File: src/rtl/instruction_fetch_controller.sv
`default_nettype none
// ============================================================================
// Module      : instruction_fetch_controller
// Description : Fetch sequencer for a single-port instruction memory with a
//               1-cycle synchronous read whose output holds until the next
//               read. Holds the PC, issues read requests and presents each
//               fetched word to decode over a valid/ready handshake.
//               Supports start/stop, PC redirect and decode backpressure.
// Optional    : `STOP_AT_END_EN - when defined, fetching ends after the word at
//               address INST_DEPTH-1 is issued (state DONE, o_done raised once
//               that last word is accepted). When undefined the PC wraps and
//               fetching continues; o_done is tied low.
// Ports       : clk, rst_n            clock, asynchronous active-low reset
//               i_start, i_stop       begin fetching / abort to IDLE
//               i_redirect_valid/_pc  load a new PC, drop any in-flight word
//               o_mem_rd_en/_addr     memory read request (address = PC)
//               i_mem_instruction     memory read data
//               o_inst_valid/_data/_pc, i_inst_ready   decode handshake
//               o_busy, o_done        status
// Revision    : 1.0 - initial release
// ============================================================================
module instruction_fetch_controller #(
  parameter  int INST_WIDTH = 32,
  parameter  int INST_DEPTH = 16,
  parameter  int RESET_PC   = 0,
  localparam int ADDR_W     = $clog2(INST_DEPTH)
) (
  input  logic                  clk,
  input  logic                  rst_n,
  input  logic                  i_start,
  input  logic                  i_stop,
  input  logic                  i_redirect_valid,
  input  logic [ADDR_W-1:0]     i_redirect_pc,
  output logic                  o_mem_rd_en,
  output logic [ADDR_W-1:0]     o_mem_rd_addr,
  input  logic [INST_WIDTH-1:0] i_mem_instruction,
  output logic                  o_inst_valid,
  input  logic                  i_inst_ready,
  output logic [INST_WIDTH-1:0] o_inst_data,
  output logic [ADDR_W-1:0]     o_inst_pc,
  output logic                  o_busy,
  output logic                  o_done
);

  localparam logic [ADDR_W-1:0] c_last_addr = ADDR_W'(INST_DEPTH - 1);
  localparam logic [ADDR_W-1:0] c_reset_pc  = ADDR_W'(RESET_PC);

  typedef enum logic [1:0] {
    S_IDLE = 2'd0,
    S_RUN  = 2'd1,
    S_DONE = 2'd2
  } state_t;

  state_t            r_state;
  state_t            w_state_nxt;
  logic [ADDR_W-1:0] r_pc;
  logic [ADDR_W-1:0] w_pc_nxt;
  logic [ADDR_W-1:0] w_pc_inc;
  logic [ADDR_W-1:0] r_inst_pc;
  logic [ADDR_W-1:0] w_inst_pc_nxt;
  logic              r_pending;
  logic              w_pending_nxt;
  logic              w_redirect;
  logic              w_inst_valid;
  logic              w_issue;
  logic              w_handshake;

  // Redirect has no effect in DONE; the final word there is still presented.
  assign w_redirect   = i_redirect_valid && (r_state != S_DONE);
  assign w_inst_valid = r_pending && !w_redirect && !i_stop;
  // A new read is only issued when the memory output register is free to be
  // overwritten, i.e. the currently presented word is absent or being taken.
  assign w_issue      = (r_state == S_RUN) && !i_stop && !i_redirect_valid &&
                        (!w_inst_valid || i_inst_ready);
  assign w_handshake  = w_inst_valid && i_inst_ready;
  // Explicit compare so non-power-of-two depths wrap correctly.
  assign w_pc_inc     = (r_pc == c_last_addr) ? '0 : r_pc + 1'b1;

  always_ff @(posedge clk or negedge rst_n) begin
    if (!rst_n) begin
      r_state   <= S_IDLE;
      r_pc      <= c_reset_pc;
      r_inst_pc <= '0;
      r_pending <= 1'b0;
    end else begin
      r_state   <= w_state_nxt;
      r_pc      <= w_pc_nxt;
      r_inst_pc <= w_inst_pc_nxt;
      r_pending <= w_pending_nxt;
    end
  end

  always_comb begin
    w_state_nxt   = r_state;
    w_pc_nxt      = r_pc;
    w_inst_pc_nxt = r_inst_pc;
    w_pending_nxt = r_pending;

    if (w_issue) begin
      w_pc_nxt      = w_pc_inc;
      w_inst_pc_nxt = r_pc;
      w_pending_nxt = 1'b1;
    end else if (w_handshake) begin
      w_pending_nxt = 1'b0;
    end

    case (r_state)
      S_IDLE: begin
        if (!i_stop) begin
          if (i_redirect_valid) begin
            w_pc_nxt = i_redirect_pc;
          end
          if (i_start) begin
            w_state_nxt = S_RUN;
          end
        end
      end
      S_RUN: begin
        if (i_stop) begin
          w_state_nxt = S_IDLE;
        end else if (i_redirect_valid) begin
          w_pc_nxt = i_redirect_pc;
        end
`ifdef STOP_AT_END_EN
        else if (w_issue && (r_pc == c_last_addr)) begin
          w_state_nxt = S_DONE;
        end
`endif
      end
      S_DONE: begin
        if (i_stop) begin
          w_state_nxt = S_IDLE;
        end else if (i_start) begin
          w_state_nxt = S_RUN;
          w_pc_nxt    = c_reset_pc;
        end
      end
      default: begin
        w_state_nxt = S_IDLE;
      end
    endcase

    // stop and redirect both discard the word in flight.
    if (i_stop || w_redirect) begin
      w_pending_nxt = 1'b0;
    end
  end

  assign o_mem_rd_en   = w_issue;
  assign o_mem_rd_addr = r_pc;
  assign o_inst_valid  = w_inst_valid;
  assign o_inst_data   = i_mem_instruction;
  assign o_inst_pc     = r_inst_pc;
  assign o_busy        = (r_state != S_IDLE);
`ifdef STOP_AT_END_EN
  assign o_done        = (r_state == S_DONE) && !r_pending;
`else
  assign o_done        = 1'b0;
`endif

endmodule
`default_nettype wire
File: config.mk
export PLATFORM = sky130hd
export DESIGN_NAME = instruction_fetch_controller
export DESIGN_NICKNAME = d
export VERILOG_FILES = /design/src/rtl/instruction_fetch_controller.sv
export SDC_FILE = /design/constraint.sdc
export NUM_CORES = 1
export LEC_CHECK = 0
export ABC_AREA = 1
export BUFFER_PORTS_ARGS = -buffer_cell sky130_fd_sc_hd__buf_4
export CAP_MARGIN = 40
export CORE_MARGIN = 2
export CORE_UTILIZATION = 35
export CTS_CLUSTER_SIZE = 10
export DETAILED_ROUTE_END_ITERATION = 10
export PLACE_DENSITY = 0.77
export SETUP_SLACK_MARGIN = 0.05
export SLEW_MARGIN = 20
export SYNTH_ARGS = -nofsm -noshare
export SYNTH_HDL_FRONTEND = slang
export SYNTH_SLANG_ARGS = --single-unit
File: constraint.sdc
create_clock -name clk -period 3 [get_ports clk]
set_input_delay 0.45 -clock clk [delete_from_list [all_inputs] [get_ports clk]]
set_output_delay 0.45 -clock clk [all_outputs]
set_load 0.02 [all_outputs]
# Yosys cells after proc, flatten, opt, wreduce, memory -nomap -nowiden
# Index checks and enable logic that the tools add are counted.
# Widths: inputs -> output; s select.
dict set report word_totals {
  output_inout_bits 44
  register_bits 11
}
dict set report classes {
  muxes 15
  addsub 1
  n_eq_ne 6
  n_reduce_logical 18
}
# cell count
set ops {}
lappend ops {{$mux 4} 6}
lappend ops {{$mux 2} 4}
lappend ops {{$pmux 4 s2} 1}
lappend ops {{$logic_and 1x1->1} 7}
lappend ops {{$ne 2x2->1 const B} 3}
lappend ops {{$pmux 2 s3} 1}
lappend ops {{$add 4x1->4 const B} 1}
lappend ops {{$eq 4x4->1 const B} 1}
lappend ops {{$logic_not 1->1} 4}
lappend ops {{$mux 1} 3}
lappend ops {{$reduce_bool 3->1} 1}
lappend ops {{$eq 2x1->1 const B} 1}
lappend ops {{$eq 2x2->1 const B} 1}
lappend ops {{$logic_not 2->1} 1}
lappend ops {{$logic_or 1x1->1} 2}
lappend ops {{$reduce_and 2->1} 1}
lappend ops {{$reduce_bool 2->1} 1}
lappend ops {{$reduce_or 2->1} 1}

# Longest topological paths before layout
# Gate-level depths: netlist of the first run.
dict set report depth {
  depth_word 12
  ltp_mapped 9
}

# Least setup slack after synthesis of the first run
# Ideal clock, no wire load.
dict set report synth_timing {
  kind {in2out}
  from {input i_stop}
  to {output o_mem_rd_en}
  stages 6
  required_time_ns 2.550
  path_buffers 1
  arrival_ns 1.097
  slack_ns 1.453
  cell_sequence {inv_1 > nand3_4 > nor2_4 > nand2_4 > buf_6 > inv_2}
}
dict set report synth_via {
  elab_chain_len 5
  word_cells_on_any_way 7
  classes_between {7 x reduce/logical}
}
# element line
set synth_rtl {}
lappend synth_rtl {{from (decl)} 31} ;# input logic i_stop,
lappend synth_rtl {{$logic_not 1->1 *} --}
lappend synth_rtl {{$logic_and 1x1->1} 70} ;# assign w_inst_valid = r_pending && !w_redirect && !i_stop;
lappend synth_rtl {{$logic_not 1->1} 74} ;# (!w_inst_valid || i_inst_ready);
lappend synth_rtl {{$logic_or 1x1->1} 74}
lappend synth_rtl {{$logic_and 1x1->1 *} 73} ;# assign w_issue = (r_state == S_RUN) && !i_stop && !i_redirect_valid &&
lappend synth_rtl {{to (decl)} 34} ;# output logic o_mem_rd_en,
# Mark *: on every way between the ends. The rest lies on a longest branch, timed or not.

# Worst setup path after layout of the first run
dict set report layout_timing {
  from {register r_state[1]}
  to {output o_mem_rd_en}
}
dict set report layout_via {
  elab_chain_len 8
  word_cells_on_any_way 11
  classes_between {2 x eq/ne; 9 x reduce/logical}
}
# element line
set layout_rtl {}
lappend layout_rtl {{from (decl)} 54} ;# state_t r_state;
lappend layout_rtl {{from (signal assigned)} 86} ;# r_state <= w_state_nxt;
lappend layout_rtl {{$ne 2x2->1} 69} ;# assign w_redirect = i_redirect_valid && (r_state != S_DONE);
lappend layout_rtl {{$logic_and 1x1->1} 69}
lappend layout_rtl {{$logic_not 1->1} 70}
lappend layout_rtl {{$logic_and 1x1->1 (2 in a row)} 70}
lappend layout_rtl {{$logic_not 1->1} 74}
lappend layout_rtl {{$logic_or 1x1->1} 74}
lappend layout_rtl {{$logic_and 1x1->1 *} 73}
# Marks and branches as above.

==> results.py, run 1 <==
metrics = {
    "critical_path": {
        "worstPathMaxFanout": 13,
        "slowest_stage": "dfrtp_1",
        "cp_top_family": "flip-flops",
        "path_cells": "inv_2 > nand3_4 > nor2_4 > nand2_4 > inv_2 > buf_4",
        "critPathKind": "reg -> out",
        "worstSetupStartpoint": "r_state[1]$_DFFE_PN0P_",
        "endpoint_kind": "output port",
        "r2r-start": "r_state[1]$_DFFE_PN0P_",
        "crit_required_ns": 2.55,
        "path_depth": 6,
        "rrSetupSlack_ns": 1.67,
        "ff2ff_path_depth": 8,
        "crit_buf_inv": 3,
        "cp_common_cell": "inv_2",
        "arrival_ns": 1.45,
        "worstSetupStartpointType": "flip-flop",
        "max_stage_delay_ns": 0.41,
        "crit_path_end": "o_mem_rd_en",
        "timing.rr.end": "o_mem_rd_addr[2]$_DFF_PN0_",
    },
    "global_routing": {
        "grt_pass1_vias": 573,
        "antenna_found_initial": 0,
        "grt_pass1_wl_mm": 2.52,
        "grt_overflow": 0,
        "grt_max_degree": 14,
        "grt_usage_pct": 12.1,
    },
    "floorplanning": {
        "pin_count": 86,
        "chipHeight_um": 54.9,
        "num_rows": 18,
        "start_util_pct": 36.6,
        "die_area_um2": 3020,
        "coreArea_um2": 2480,
        "die-width_um": 54.9,
    },
    "timing": {
        "max_freq_mhz": 526,
        "period_minus_slack_ns": 1.90,
        "fin_skew_ns": 0.00559,
        "tns_ns": 0,
        "drv_slew": 0,
        "min_period_over_period_pct": 63.4,
        "rsz0062_at_grt": "false",
        "hold_violations": 0,
        "setup_viol": 0,
    },
    "clocking": {
        "cts_tree": "done",
        "postCtsHoldBufs": 1,
        "clock_path_buffers": 2,
        "clkTransAtPathRegs_ns": 0.07,
        "root_buffer": "clkbuf_4",
        "cts_setup_buffers": 0,
        "clock_latency_ns": 0.28,
        "cts_buffers": 3,
        "h-tree-depth": 1,
        "clock_sinks": 11,
        "cts-resized-gates": 0,
    },
    "synthesis": {
        "ys_warn_count": 0,
        "synth_cell_types": 21,
        "syn_area_um2": 907,
        "ys_ff_latch": 11,
        "synth_area_leaders": "dfrtp_1 30%, buf_4 27%, nand2_1 12%",
        "synth_nets": 162,
        "syn_inst": 119,
        "yosysTopAreaCell": "dfrtp_1",
        "avgSynthCellArea_um2": 7.62,
        "synth_top_area_share_pct": 30.3,
        "seq_area_frac_synth_pct": 30.3,
    },
    "placed_design": {
        "gp_congestion": 0.831,
        "dp_hpwl_mm": 1.34,
        "port-buffer-count": 20,
    },
    "worst_hold_path": {
        "hold_path_class": "in -> reg",
    },
    "route": {
        "vias": 639,
        "ant_nets": 0,
        "wire_per_inst_um": 11.6,
        "drcViolationCount": 0,
        "viasPerCell": 4.56,
        "first_pass_iters": 4,
        "wl_mm": 1.63,
        "drtIter0Drc": 15,
    },
    "finish": {
        "num_antenna_cells": 0,
        "final_cell_mix": "28 x nand2_1, 20 x buf_4, 12 x nand3_1",
        "multi_input_area_um2": 324,
        "fin_nets": 154,
        "final_util_pct": 35.2,
        "final_common_cell": "nand2_1",
        "drive_gt1_share_pct": 28.2,
        "syn_to_final_growth_pct": -3.86,
        "regArea_um2": 275,
        "num-fill-cells": 264,
    },
    "pwr": {
        "vdd_drop_max_v": 0.000262,
        "p_total_w": 0.000506,
        "p_per_area_nw_per_um2": 580,
        "p_leak_nw": 0.478,
    },
    "flow_run": {
        "cap_violations": 0,
    },
    "outcome": {
        "status": "finished clean",
    },
}
-- how the worst min path moves through the flow --
stage          startpoint                        to  slack [ns]  cells after the start
3_3_place_gp        rst_n  o_inst_pc[0]$_DFFE_PN0N_        0.29                      1
6_report          i_start    r_state[1]$_DFFE_PN0P_        0.33                      2
5_1_grt           i_start    r_state[1]$_DFFE_PN0P_        0.34                      2
3_5_place_dp        rst_n  o_inst_pc[3]$_DFFE_PN0N_        0.29                      1
2_1_floorplan       rst_n  o_inst_pc[0]$_DFFE_PN0N_        0.15                      0
4_1_cts           i_start    r_state[1]$_DFFE_PN0P_        0.33                      2
-- logic make-up after synthesis --
group / count (synthesis) / synth area share, %
DFF: 11 / 30.3
buffers and inverters: 47 / 33.9
adders and majority gates: 1 / 1.38
other: 1 / 0.413
xor gates and xnor gates: 1 / 0.966
AOI/OAI and AO/OA: 5 / 2.76
and+or+nand+nor: 53 / 30.2
-- where the power goes --
part / switching, W / total [W] / internal (W) / leakage (nW)
clock network: 0.0000543 / 0.000106 / 0.0000517 / 0.0150
registers: 0.0000305 / 0.000211 / 0.000180 / 0.140
logic: 0.000106 / 0.000190 / 0.0000837 / 0.323
total: 0.000191 / 0.000506 / 0.000315 / 0.478
-- metrics by stage --
stage                     hold WS [ns]  area [um^2]  setup WS [ns]  instances
after floorplan                  0.154          907           1.45        119
after global placement           0.288          836           1.29        135
after detailed placement         0.292          836           1.24        135
after CTS                        0.333          872           1.10        140
after global routing             0.335          872          0.987        140
final                            0.325          872           1.10        140
-- worst register-to-register path, cell delays in order (launching register included) --
cell,delay (ns)
dfrtp_1,0.41
inv_2,0.16
nand3_4,0.10
nor2_4,0.16
nand2_4,0.13
nand2_1,0.09
nand3_1,0.07
nand2_1,0.06
inv_1,0.04
-- flip-flops by register name (all words and copies together), names as in the netlist --
name,flops
o_inst_pc,4
o_mem_rd_addr,4
r_pending,1
r_state,2
-- synth_stat cells (all sizes together) --
cell type,instances
a21oi,1
buf,34
conb,1
dfrtp,11
ha,1
inv,13
nand2,30
nand3,14
nand3b,3
nand4,1
nor2,4
nor3,1
o21ai,4
xor2,1
-- cell type report --
type / count / area share [%]
well taps: 30 / 4.30
clock buffers: 4 / 3.01
repair buffers: 21 / 18.4
inverters: 13 / 5.60
multi-input cells: 61 / 37.2
flip-flops and latches: 11 / 31.6
-- layer usage --
| layer | routed length [um] | vias up | track usage [%] |
|---|---|---|---|
| li1 | - | 321 | - |
| met1 | 595 | 277 | 12.7 |
| met2 | 804 | 32 | 20.2 |
| met3 | 174 | 9 | 4.57 |
| met4 | 53 | 0 | 7.72 |
| met5 | 0 | - | 0 |
Power figures use the tool's default switching activity.
==> run 2: changes to the inputs <==
==> constraint.sdc (replaced) <==
create_clock -name clk -period 2 [get_ports clk]
set_input_delay 0.3 -clock clk [delete_from_list [all_inputs] [get_ports clk]]
set_output_delay 0.3 -clock clk [all_outputs]
set_load 0.02 [all_outputs]
==> results.py, run 2 (synthesis results as in run 1) <==
metrics = {
    "floorplanning": {
        "die-width_um": 54.9,
        "coreArea_um2": 2480,
        "die_area_um2": 3020,
        "chipHeight_um": 54.9,
        "pin_count": 86,
        "num_rows": 18,
        "start_util_pct": 36.6,
    },
    "finish": {
        "fin_nets": 154,
        "num_antenna_cells": 0,
        "multi_input_area_um2": 324,
        "regArea_um2": 275,
        "finalInstanceArea_um2": 872,
        "num-fill-cells": 264,
        "final_cell_mix": "28 x nand2_1, 20 x buf_4, 12 x nand3_1",
        "drive_gt1_share_pct": 28.2,
        "final_common_cell": "nand2_1",
        "syn_to_final_growth_pct": -3.86,
    },
    "critical_path": {
        "worstPathMaxFanout": 13,
        "crit_required_ns": 1.70,
        "worstSetupStartpointType": "flip-flop",
        "endpoint_kind": "output port",
        "critPathKind": "reg -> out",
        "arrival_ns": 1.46,
    },
    "pwr": {
        "p_leak_nw": 0.478,
        "p_sw_w": 0.000281,
        "clkPwrFrac_pct": 20.6,
        "vdd_drop_max_v": 0.000401,
        "power.share.sequential_pct": 41.8,
        "power_frac_comb_pct": 37.6,
        "swShare_pct": 37.2,
        "p_int_w": 0.000474,
        "p_per_area_nw_per_um2": 865,
    },
    "clocking": {
        "clock_sinks": 11,
        "clock_latency_ns": 0.28,
        "cts-resized-gates": 0,
        "clock_path_buffers": 2,
        "cts_setup_buffers": 0,
        "clkTransAtPathRegs_ns": 0.07,
        "root_buffer": "clkbuf_4",
        "cts_buffers": 3,
        "h-tree-depth": 1,
        "postCtsHoldBufs": 1,
        "cts_tree": "done",
    },
    "timing": {
        "max_freq_mhz": 569,
        "tns_ns": 0,
        "whs_ns": 0.184,
        "fin_skew_ns": 0.00487,
        "min_period_over_period_pct": 87.9,
        "rsz0062_at_grt": "false",
        "period_minus_slack_ns": 1.76,
        "layout_setup_ws_ns": 0.243,
        "setup_viol": 0,
        "drv_slew": 0,
        "hold_violations": 0,
    },
    "worst_hold_path": {
        "hold_path_class": "in -> reg",
    },
    "global_routing": {
        "antenna_found_initial": 0,
        "grt_usage_pct": 11.6,
        "grt_overflow": 0,
        "grt_pass1_wl_mm": 2.39,
        "grt_max_degree": 14,
        "grt_pass1_vias": 576,
    },
    "placed_design": {
        "gp_congestion": 0.865,
        "dp_hpwl_mm": 1.26,
        "port-buffer-count": 20,
        "postPlaceCellArea_um2": 836,
        "place_ws_ns": 0.540,
    },
    "route": {
        "viasPerCell": 4.59,
        "wl_mm": 1.58,
        "vias": 642,
        "drcViolationCount": 0,
        "wire_per_inst_um": 11.3,
        "ant_nets": 0,
        "drtIter0Drc": 3,
        "first_pass_iters": 4,
    },
    "outcome": {
        "status": "finished clean",
    },
    "flow_run": {
        "cap_violations": 0,
    },
}
==> run 2: cell counts in the layout (fill, tap and decap cells not counted) <==
Identical to the previous run, type by type.
==> run 2: area by class of cell <==
type | instances | share of cell area (%)
multi-input combinational | 61 | 37.2
sequential | 11 | 31.6
timing repair buffer | 21 | 18.4
inverter | 13 | 5.60
tap | 30 | 4.30
clock buffer | 4 | 3.01
==> run 2: routing by layer <==
layer / vias up / wire length (um) / track usage, %
met2: 31 / 744 / 19.0
met3: 10 / 192 / 4.57
met4: 0 / 59 / 10.2
met5: - / 0 / 0
li1: 316 / - / -
met1: 285 / 581 / 11.2
==> run 2: worst paths after layout <==
kind                                          startpoint                          to  slack, ns  cells after the start
worst max-delay path              r_state[0]$_DFFE_PN0P_                 o_mem_rd_en       0.24                      7
worst min-delay path                             i_start      r_state[1]$_DFFE_PN0P_       0.18                      2
worst max register to register    r_state[1]$_DFFE_PN0P_  o_mem_rd_addr[0]$_DFF_PN0_       0.69                      8
worst min register to register  o_inst_pc[2]$_DFFE_PN0N_    o_inst_pc[2]$_DFFE_PN0N_       0.49                      2
max in group asynchronous                          rst_n  o_mem_rd_addr[0]$_DFF_PN0_       1.46                      2
min in group asynchronous                          rst_n    o_inst_pc[1]$_DFFE_PN0N_       0.39                      2
==> run 2: critical path, stage by stage (launching register included) <==
cell and delay [ns]:
dfrtp_1 0.42, inv_2 0.08, nand2_1 0.07, nand2_1 0.13
nand3_4 0.12, nand2_4 0.15, inv_2 0.05, buf_4 0.15
==> run 2: power groups by stage <==
stage	combinational [W]	sequential [W]	clock [W]
2_1_floorplan	0.000209	0.000368	0
3_3_place_gp	0.000281	0.000318	0
3_5_place_dp	0.000285	0.000321	0
4_1_cts	0.000288	0.000317	0.000158
5_1_grt	0.000316	0.000323	0.000175
6_report	0.000284	0.000315	0.000155
==> run 2: per-stage QoR <==
| stage | std cells | power, W | utilization (%) |
|---|---|---|---|
| global placement | 135 | 0.000599 | 33.7 |
| floorplan | 119 | 0.000577 | - |
| detailed placement | 135 | 0.000606 | 33.7 |
| finish | 140 | 0.000755 | 35.2 |
| global route | 140 | 0.000814 | 35.2 |
| CTS | 140 | 0.000763 | 35.2 |
==> run 3: changes to the inputs <==
==> constraint.sdc (replaced) <==
create_clock -name clk -period 1.9 [get_ports clk]
set_input_delay 0.285 -clock clk [delete_from_list [all_inputs] [get_ports clk]]
set_output_delay 0.285 -clock clk [all_outputs]
set_load 0.02 [all_outputs]
==> results.py, run 3 (synthesis results as in run 1) <==
metrics = {
    "timing": {
        "rsz0062_at_grt": "false",
        "max_freq_mhz": 582,
        "period_minus_slack_ns": 1.72,
        "tns_ns": 0,
        "fin_skew_ns": 0.000850,
        "hold_violations": 0,
        "drv_slew": 0,
        "layout_setup_ws_ns": 0.181,
        "min_period_over_period_pct": 90.5,
        "setup_viol": 0,
        "whs_ns": 0.169,
    },
    "global_routing": {
        "antenna_found_initial": 0,
        "grt_util_met3_pct": 5.38,
        "grt_pass1_wl_mm": 2.55,
        "grt_usage_pct": 12.3,
        "grt_util_met1_pct": 12.6,
        "grt_max_degree": 14,
        "grt_pass1_vias": 599,
        "grt.busiest_layer": "met2",
        "grt_overflow": 0,
        "use_met2_pct": 19.8,
    },
    "finish": {
        "final_common_cell": "nand2_1",
        "num-fill-cells": 274,
        "drive_gt1_share_pct": 28.2,
        "num_antenna_cells": 0,
        "syn_to_final_growth_pct": -3.86,
        "final_cell_mix": "28 x nand2_1, 20 x buf_4, 12 x nand3_1",
        "fin_nets": 154,
    },
    "pwr": {
        "swShare_pct": 37.5,
        "p_leak_nw": 0.478,
        "vdd_drop_max_v": 0.000409,
        "power_frac_comb_pct": 37.6,
        "p_int_w": 0.000499,
        "p_sw_w": 0.000300,
        "clkPwrFrac_pct": 20.9,
        "power.share.sequential_pct": 41.5,
        "p_per_area_nw_per_um2": 915,
        "p_total_w": 0.000798,
    },
    "critical_path": {
        "slowest_stage": "dfrtp_1",
        "max_stage_delay_ns": 0.42,
        "crit_required_ns": 1.62,
        "critPathKind": "reg -> out",
        "worstSetupStartpointType": "flip-flop",
        "cp_top_family": "simple AND/OR/NAND/NOR gates",
        "endpoint_kind": "output port",
        "path_cells": "inv_2 > nand2_1 > nand2_1 > nand3_4 > nand2_4 > inv_2 > buf_4",
        "crit_buf_inv": 3,
        "arrival_ns": 1.43,
        "worstPathMaxFanout": 13,
    },
    "route": {
        "vias": 658,
        "first_pass_iters": 4,
        "drcViolationCount": 0,
        "viasPerCell": 4.70,
        "wire_per_inst_um": 11.6,
        "ant_nets": 0,
        "drtIter0Drc": 25,
        "wl_mm": 1.62,
    },
    "clocking": {
        "clkTransAtPathRegs_ns": 0.07,
        "clock_latency_ns": 0.28,
        "cts_buffers": 3,
        "clock_path_buffers": 2,
        "cts_tree": "done",
        "h-tree-depth": 1,
        "cts_setup_buffers": 0,
        "root_buffer": "clkbuf_4",
        "clock_sinks": 11,
    },
    "floorplanning": {
        "chipHeight_um": 54.9,
        "start_util_pct": 36.6,
        "die_area_um2": 3020,
        "pin_count": 86,
        "die-width_um": 54.9,
        "coreArea_um2": 2480,
        "num_rows": 18,
    },
    "placed_design": {
        "place_ws_ns": 0.469,
        "port-buffer-count": 20,
        "gp_congestion": 0.896,
        "dp_hpwl_mm": 1.31,
    },
    "flow_run": {
        "cap_violations": 0,
    },
    "worst_hold_path": {
        "hold_path_class": "in -> reg",
    },
    "outcome": {
        "status": "finished clean",
    },
}
[run 3: worst paths after layout]
check                                        endpoint                  startpoint  cells after the start  slack [ns]
max                                       o_mem_rd_en      r_state[0]$_DFFE_PN0P_                      7        0.18
min                            r_state[1]$_DFFE_PN0P_                     i_start                      2        0.17
max reg2reg                o_mem_rd_addr[0]$_DFF_PN0_  o_mem_rd_addr[0]$_DFF_PN0_                      7        0.54
min reg2reg                  o_inst_pc[2]$_DFFE_PN0N_    o_inst_pc[2]$_DFFE_PN0N_                      2        0.49
max in group asynchronous      r_state[1]$_DFFE_PN0P_                       rst_n                      2        1.39
min in group asynchronous    o_inst_pc[3]$_DFFE_PN0N_                       rst_n                      2        0.37
[run 3: final cells by class]
class	instances	area, um^2	share of cell area (%)
flip-flops and latches	11	275	31.6
well taps	30	37.5	4.30
clock buffers	4	26.3	3.01
repair buffers	21	160	18.4
inverters	13	48.8	5.60
multi-input cells	61	324	37.2
[run 3: timing repair]
action	4_1_cts	5_1_grt
gates resized for setup	0	0
hold buffers	1	0
hold endpoints to repair	11	0
[run 3: power by group through the flow]
stage               clock, W  sequential (W)  combinational [W]
global route        0.000183        0.000341           0.000336
CTS                 0.000169        0.000333           0.000305
global placement           0        0.000335           0.000297
finish              0.000166        0.000331           0.000300
floorplan                  0        0.000387           0.000220
detailed placement         0        0.000337           0.000301
[run 3: routing by layer]
| layer | up-vias | routed length (um) |
|---|---|---|
| li1 | 318 | - |
| met4 | 0 | 66 |
| met2 | 37 | 788 |
| met3 | 11 | 200 |
| met1 | 292 | 565 |
| met5 | - | 0 |
[run 3: metrics by stage]
| stage | utilization (%) | std cells | cell area, um^2 |
|---|---|---|---|
| after floorplan | - | 119 | 907 |
| after global routing | 35.2 | 140 | 872 |
| after detailed placement | 33.7 | 135 | 836 |
| final | 35.2 | 140 | 872 |
| after global placement | 33.7 | 135 | 836 |
| after CTS | 35.2 | 140 | 872 |
